===== config.mk =====
export PLATFORM = sky130hd
export DESIGN_NAME = ex_alu_stage_flat
export DESIGN_NICKNAME = d
export VERILOG_FILES = /design/src/rtl/ex_alu_stage_if.sv /design/src/rtl/ex_alu_stage.sv /design/src/flat_wrapper.sv
export SDC_FILE = /design/constraint.sdc
export NUM_CORES = 1
export LEC_CHECK = 0
export BUFFER_PORTS_ARGS = -buffer_cell sky130_fd_sc_hd__buf_4
export CAP_MARGIN = 20
export CORE_MARGIN = 8
export CORE_UTILIZATION = 40
export CTS_BUF_LIST = sky130_fd_sc_hd__clkbuf_2 sky130_fd_sc_hd__clkbuf_4 sky130_fd_sc_hd__clkbuf_8
export CTS_CLUSTER_SIZE = 24
export DETAILED_ROUTE_END_ITERATION = 8
export PLACE_DENSITY = 0.64
export SLEW_MARGIN = 20
export SYNTH_ARGS = -nofsm -noshare
export SYNTH_HDL_FRONTEND = slang
export SYNTH_SLANG_ARGS = --single-unit

===== constraint.sdc =====
create_clock -name clk -period 2.42 [get_ports clk]
set_input_delay 0.484 -clock clk [delete_from_list [all_inputs] [get_ports clk]]
set_output_delay 0.484 -clock clk [all_outputs]
set_load 0.01 [all_outputs]

===== src/rtl/ex_alu_stage_if.sv =====
// ex_alu_stage_if: ID/EX operand bundle into the EX stage and the EX/MEM outputs it produces.
interface ex_alu_stage_if #(parameter int WIDTH = 32);
  logic             in_valid;
  logic [1:0]       ALUOp;
  logic             ALUSrc;
  logic [5:0]       Funct;
  logic [WIDTH-1:0] ReadData1;
  logic [WIDTH-1:0] ReadData2;
  logic [WIDTH-1:0] Imm;
  logic [4:0]       RdIn;
  logic             stall_in;
  logic             flush;
  logic             out_valid;
  logic [WIDTH-1:0] ALUResult;
  logic             Zero;
  logic [WIDTH-1:0] WriteData;
  logic [4:0]       RdOut;
  logic             busy;
  modport master (
    output in_valid, ALUOp, ALUSrc, Funct, ReadData1, ReadData2, Imm, RdIn, stall_in, flush,
    input  out_valid, ALUResult, Zero, WriteData, RdOut, busy
  );
  modport slave (
    input  in_valid, ALUOp, ALUSrc, Funct, ReadData1, ReadData2, Imm, RdIn, stall_in, flush,
    output out_valid, ALUResult, Zero, WriteData, RdOut, busy
  );
endinterface


===== src/rtl/ex_alu_stage.sv =====
// ex_alu_stage: MIPS EX stage (operand B mux, ALU, EX/MEM register with stall/flush).
// Define EX_ALU_MULT_EN to add an iterative shift-add multiplier (Funct 011000) that asserts busy.
module ex_alu_stage #(
  parameter int WIDTH     = 32,
  parameter int MUL_STEPS = 32
) (
  input logic         clk,
  input logic         rst,
  ex_alu_stage_if.slave bus
);
  if (MUL_STEPS != WIDTH) begin : g_chk
    $error("MUL_STEPS must equal WIDTH");
  end
  logic [WIDTH-1:0] w_b, w_res;
  logic             w_idle, w_accept;
  logic             r_valid, r_zero;
  logic [WIDTH-1:0] r_res, r_wd;
  logic [4:0]       r_rd;
  assign w_b = bus.ALUSrc ? bus.Imm : bus.ReadData2;
  always_comb begin
    w_res = bus.ReadData1 + w_b;
    if (bus.ALUOp == 2'b01) w_res = bus.ReadData1 - w_b;
    else if (bus.ALUOp == 2'b10)
      case (bus.Funct)
        6'b100000: w_res = bus.ReadData1 + w_b;
        6'b100010: w_res = bus.ReadData1 - w_b;
        6'b100100: w_res = bus.ReadData1 & w_b;
        6'b100101: w_res = bus.ReadData1 | w_b;
        6'b101010: w_res = {{(WIDTH-1){1'b0}}, $signed(bus.ReadData1) < $signed(w_b)};
        default:   w_res = '0;
      endcase
  end
`ifdef EX_ALU_MULT_EN
  localparam int CW = $clog2(MUL_STEPS);
  typedef enum logic [1:0] {IDLE, MUL, DONE} state_t;
  state_t           r_state, w_next;
  logic [CW-1:0]    r_cnt;
  logic [WIDTH-1:0] r_mcand, r_mplier, r_acc, r_mwd;
  logic [4:0]       r_mrd;
  logic             w_fin;
  assign w_idle   = r_state == IDLE;
  assign w_accept = w_idle && bus.in_valid && bus.ALUOp == 2'b10 && bus.Funct == 6'b011000 &&
                    !bus.stall_in && !bus.flush;
  assign w_fin    = r_state == DONE && !bus.stall_in;
  assign bus.busy = !w_idle;
  always_ff @(posedge clk or posedge rst)
    if (rst) r_state <= IDLE;
    else     r_state <= w_next;
  always_comb begin
    w_next = r_state;
    case (r_state)
      IDLE:    w_next = w_accept ? MUL : IDLE;
      MUL:     w_next = bus.flush ? IDLE : (r_cnt == CW'(MUL_STEPS - 1) ? DONE : MUL);
      DONE:    w_next = (bus.flush || !bus.stall_in) ? IDLE : DONE;
      default: w_next = IDLE;
    endcase
  end
  // One partial product per cycle: multiplier consumed LSB first, multiplicand shifted up.
  always_ff @(posedge clk or posedge rst)
    if (rst) begin
      r_cnt    <= '0;
      r_mcand  <= '0;
      r_mplier <= '0;
      r_acc    <= '0;
      r_mwd    <= '0;
      r_mrd    <= '0;
    end else if (w_accept) begin
      r_cnt    <= '0;
      r_mcand  <= bus.ReadData1;
      r_mplier <= w_b;
      r_acc    <= '0;
      r_mwd    <= bus.ReadData2;
      r_mrd    <= bus.RdIn;
    end else if (r_state == MUL) begin
      r_cnt    <= r_cnt + 1'b1;
      r_acc    <= r_acc + (r_mplier[0] ? r_mcand : '0);
      r_mcand  <= r_mcand << 1;
      r_mplier <= r_mplier >> 1;
    end
`else
  assign w_idle   = 1'b1;
  assign w_accept = 1'b0;
  assign bus.busy = 1'b0;
`endif
  always_ff @(posedge clk or posedge rst)
    if (rst) begin
      r_valid <= 1'b0;
      r_res   <= '0;
      r_zero  <= 1'b0;
      r_wd    <= '0;
      r_rd    <= '0;
    end else if (bus.flush) r_valid <= 1'b0;
`ifdef EX_ALU_MULT_EN
    else if (w_fin) begin
      r_valid <= 1'b1;
      r_res   <= r_acc;
      r_zero  <= r_acc == '0;
      r_wd    <= r_mwd;
      r_rd    <= r_mrd;
    end
`endif
    else if (w_idle && !bus.stall_in) begin
      r_valid <= bus.in_valid && !w_accept;
      if (!w_accept) begin
        r_res  <= w_res;
        r_zero <= w_res == '0;
        r_wd   <= bus.ReadData2;
        r_rd   <= bus.RdIn;
      end
    end
  assign bus.out_valid = r_valid;
  assign bus.ALUResult = r_res;
  assign bus.Zero      = r_zero;
  assign bus.WriteData = r_wd;
  assign bus.RdOut     = r_rd;
endmodule


===== src/flat_wrapper.sv =====
// flat-port wrapper written by rule: the top's interface ports become plain ports
module ex_alu_stage_flat 
#(
  parameter int WIDTH     = 32,
  parameter int MUL_STEPS = 32
)
  (clk, rst, bus_in_valid, bus_ALUOp, bus_ALUSrc, bus_Funct, bus_ReadData1, bus_ReadData2, bus_Imm, bus_RdIn, bus_stall_in, bus_flush, bus_out_valid, bus_ALUResult, bus_Zero, bus_WriteData, bus_RdOut, bus_busy);
  ex_alu_stage_if #(.WIDTH(WIDTH)) bus_i ();
  input logic clk;
  input logic rst;
  input wire logic [$bits(bus_i.in_valid)-1:0] bus_in_valid;
  input wire logic [$bits(bus_i.ALUOp)-1:0] bus_ALUOp;
  input wire logic [$bits(bus_i.ALUSrc)-1:0] bus_ALUSrc;
  input wire logic [$bits(bus_i.Funct)-1:0] bus_Funct;
  input wire logic [$bits(bus_i.ReadData1)-1:0] bus_ReadData1;
  input wire logic [$bits(bus_i.ReadData2)-1:0] bus_ReadData2;
  input wire logic [$bits(bus_i.Imm)-1:0] bus_Imm;
  input wire logic [$bits(bus_i.RdIn)-1:0] bus_RdIn;
  input wire logic [$bits(bus_i.stall_in)-1:0] bus_stall_in;
  input wire logic [$bits(bus_i.flush)-1:0] bus_flush;
  output wire logic [$bits(bus_i.out_valid)-1:0] bus_out_valid;
  output wire logic [$bits(bus_i.ALUResult)-1:0] bus_ALUResult;
  output wire logic [$bits(bus_i.Zero)-1:0] bus_Zero;
  output wire logic [$bits(bus_i.WriteData)-1:0] bus_WriteData;
  output wire logic [$bits(bus_i.RdOut)-1:0] bus_RdOut;
  output wire logic [$bits(bus_i.busy)-1:0] bus_busy;
  assign bus_i.in_valid = bus_in_valid;
  assign bus_i.ALUOp = bus_ALUOp;
  assign bus_i.ALUSrc = bus_ALUSrc;
  assign bus_i.Funct = bus_Funct;
  assign bus_i.ReadData1 = bus_ReadData1;
  assign bus_i.ReadData2 = bus_ReadData2;
  assign bus_i.Imm = bus_Imm;
  assign bus_i.RdIn = bus_RdIn;
  assign bus_i.stall_in = bus_stall_in;
  assign bus_i.flush = bus_flush;
  assign bus_out_valid = bus_i.out_valid;
  assign bus_ALUResult = bus_i.ALUResult;
  assign bus_Zero = bus_i.Zero;
  assign bus_WriteData = bus_i.WriteData;
  assign bus_RdOut = bus_i.RdOut;
  assign bus_busy = bus_i.busy;
  ex_alu_stage #(.WIDTH(WIDTH), .MUL_STEPS(MUL_STEPS)) u_core (.clk(clk), .rst(rst), .bus(bus_i));
endmodule

==> results.yml <==
outcome:
  status: "finished with violations"
  violations: "setup timing"
worst_setup_path:
  cp-startpoint: "bus_ALUSrc"
  timing.rr.start: "u_core.bus.ALUResult[30]$_DFFE_PP0P_"
  end_kind: "register"
  cp_max_fo: 6
  cp_data_arrival_time_ns: 3.93
  crit_path_start_kind: "primary input"
  critPathKind: "primary input to register"
  required_ns: 2.75
floorplanning:
  dieArea_um2: 27700
  die_w_um: 166
  rows: 55
  ioPinCount: 187
  die_height_um: 166
  coreArea_um2: 22400
  floorplan.initialDensity_pct: 40.3
clocking:
  cts_tree: "yes"
  clk_latency_ns: 0.38
  clockRootBuffer: "clkbuf_8"
  cts_inserted_buffers: 9
  cts.sinks: 71
  clock_path_buffers: 2
  htree_levels: 3
  clk_pin_slew_ns: 0.13
global_routing:
  grt_pass1_vias: 11887
  grtUsageMet2_pct: 52.1
  use_met1_pct: 32.2
  grt_first_pass_wirelength_um: 63600
  grt_max_degree: 85
  use_met3_pct: 3.35
  busiest_layer: "met2"
  overflow: 0
  antenna_found_initial: 0
  grt_util_all_layers_pct: 28.4
logic_synthesis:
  syn_inst: 1240
  post-synth-top-area-cell: "dfrtp_1"
  yosysUniqueCellTypes: 79
  yosys-top-cells-area: "dfrtp_1 (20%), ha_1 (15%), nand2_1 (8.9%)"
  synthArstFlopShare_pct: 100
  syn_area_um2: 9040
  syn_nets: 1462
  synth.top_cell.area_share_pct: 19.7
  avgSynthCellArea_um2: 7.29
  seq_area_frac_synth_pct: 19.7
  synth_seq_cells: 71
  synthFlopType: "dfrtp_1"
  synth-warning-count: 0
  synth_edf_count: 0
power_and_ir_drop:
  clkPwrFrac_pct: 14.9
  comb_power_share_pct: 64.4
  power.density_nw_per_um2: 455
  ir_worst_vdd_mv: 0.239
  p_leak_nw: 7.74
  p_seq_share_pct: 20.7
  p_sw_share_pct: 42.9
  p_switching_w: 0.00310
  power.internal_w: 0.00413
  p_total_w: 0.00724
routing:
  drtIter0Drc: 801
  dr.pass1.iters: 6
  drc: 0
  vias: 11471
  ant_nets: 0
  wire_per_inst_um: 19.6
  vias_per_cell: 5.47
  drt-total-wl_um: 41100
hold_path:
  worstHoldPathType: "primary input to asynchronous set/reset pin"
sta:
  rsz0062_at_grt: "true"
  hold_slack_ns: 0.111
  setup_violations: 29
  slew_violations: 0
  max_slew_margin_pct: 27.9
  setup_ws_ns: -1.18
  fmax_mhz: 278
  min_period_ns: 3.60
  tightestPinTransition_ns: 1.08
  hold_viol: 0
  fin_crit_sh_pct: 149
  fin_worst_skew_ns: 0
place:
  routabilityCongestion: 0.970
  port_buffers: 185
  dp_hpwl_um: 31500
finish:
  final_util_pct: 70.9
  multi_input_area_um2: 8270
  drive_above_1_share_pct: 49.4
  synthToLayoutAreaGrowth_pct: 75.9
  finalNetCount: 2029
  nFillCells: 1828
  regArea_um2: 1780
  insertedDiodeCount: 0
job:
  maxCapViolCount: 0
-- metal layers --
metal	vias up	wire, µm
met5	-	0
met4	0	1940
met3	112	2150
met2	434	21100
met1	5409	15900
li1	5516	-
-- final cells by class --
class / count / area share [%]
multi-input cells: 1004 / 52.0
clock inverters: 7 / 0.385
well taps: 285 / 2.24
repair buffers: 629 / 31.2
inverters: 92 / 2.21
clock buffers: 9 / 0.779
flip-flops and latches: 71 / 11.2
-- cell usage in the layout, fill, tap and decap left out, drive strengths merged, types with 5 or more instances in the layout --
cell type,instances
xor2,5
o22ai,7
ha,105
a31oi,12
nor2,98
and3,16
nor3,26
dfrtp,71
buf,629
or3,13
or2,7
mux2,9
o21a,8
a21oi,87
nand2,214
nor4b,6
xnor2,21
inv,95
nor2b,13
nand3,14
o2111ai,6
nand2b,17
a21o,16
nand4,9
mux2i,44
a221o,7
nor4,13
o21ai,84
a211oi,29
o21bai,8
clkbuf,9
o31ai,12
o211ai,15
-- stage by stage --
stage	cells	area [µm²]	worst slack [ns]	TNS (ns)
5_1_grt	2097	15900	-1.31	-24.13
3_3_place_gp	2028	13800	-2.08	-41.67
3_5_place_dp	2028	13800	-2.04	-43.67
2_1_floorplan	1240	9390	-1.30	-22.17
4_1_cts	2075	15200	-1.16	-20.22
6_report	2097	15900	-1.18	-21.01
-- power groups by stage --
stage / logic, W / clock network, W / registers [W]
3_3_place_gp: 0.00381 / 0 / 0.00151
2_1_floorplan: 0.00174 / 0 / 0.00161
5_1_grt: 0.00498 / 0.00112 / 0.00152
4_1_cts: 0.00433 / 0.00109 / 0.00150
3_5_place_dp: 0.00384 / 0 / 0.00152
6_report: 0.00466 / 0.00108 / 0.00150
-- sequential cells by signal, indices dropped and copies added, names as in the netlist --
register	cells
u_core.bus.RdOut	5
u_core.bus.Zero	1
u_core.bus.ALUResult	32
u_core.bus.out_valid	1
u_core.bus.WriteData	32
-- final timing paths --
path	to	slack [ns]	depth (start not counted)
max	u_core.bus.Zero$_DFFE_PP0P_	-1.18	20
min	u_core.bus.WriteData[8]$_DFFE_PP0P_	0.11	2
max reg2reg	u_core.bus.ALUResult[30]$_DFFE_PP0P_	1.64	1
min reg2reg	u_core.bus.WriteData[29]$_DFFE_PP0P_	0.48	2
max in group asynchronous	u_core.bus.WriteData[28]$_DFFE_PP0P_	1.65	3
min in group clk	u_core.bus.out_valid$_DFFE_PP0P_	0.27	2
-- cell usage after synthesis (5+ instances only) --
cell type  instances
a221o_1            7
buf_2             13
nand2_1          214
dfrtp_1           71
o21ai_0           77
nor2_1            98
inv_1             91
o22ai_1            6
buf_1              7
a21oi_1           86
nor3_1            26
mux2i_1           44
nand3_1           14
nand2b_1          17
a31oi_1           12
o21a_1             8
o21ai_1            7
o2111ai_1          6
clkbuf_1          51
a211oi_1          29
xor2_1             5
o211ai_1          15
xnor2_1           21
o21bai_1           8
nor2b_1           13
or2_2              7
and3_1            16
a21o_1            16
ha_1             105
or3_1             13
o31ai_1           11
nor4b_1            6
nand4_1            9
mux2_2             9
nor4_1            11
-- critical path, stage by stage --
cell,delay (ns)
buf_16,0.13
buf_12,0.14
buf_6,0.11
mux2i_4,0.20
ha_4,0.32
buf_6,0.11
nor2b_4,0.03
o211ai_1,0.27
buf_4,0.18
nand4_1,0.14
o21ai_4,0.30
buf_4,0.17
xnor2_1,0.12
buf_4,0.16
o221ai_1,0.12
nor2_1,0.20
o2111ai_1,0.15
nor4_2,0.30
nand4_1,0.13
o21ai_1,0.13
-- cell families (layout without fill, tap and decap cells) --
family / Yosys count / after routing / share of synthesized area, %
AOI/OAI and AO/OA: 345 / 345 / 25.3
xor gates and xnor gates: 26 / 26 / 2.52
adders and majority gates: 107 / 107 / 15.0
buffers and inverters: 165 / 737 / 7.11
DFF: 71 / 71 / 19.7
muxes: 53 / 53 / 5.99
other: 1 / 1 / 0.0415
and+or+nand+nor: 472 / 472 / 24.4
-- what timing repair did --
item	CTS	global route
endpoints found under the setup margin	32	32
endpoints found under the hold margin	0	0
setup buffers	34	28
pin swaps	51	52
gates resized for setup	194	115
hold buffers	0	0
gates cloned	1	0
No activity file was read; power rests on OpenSTA's default activity.
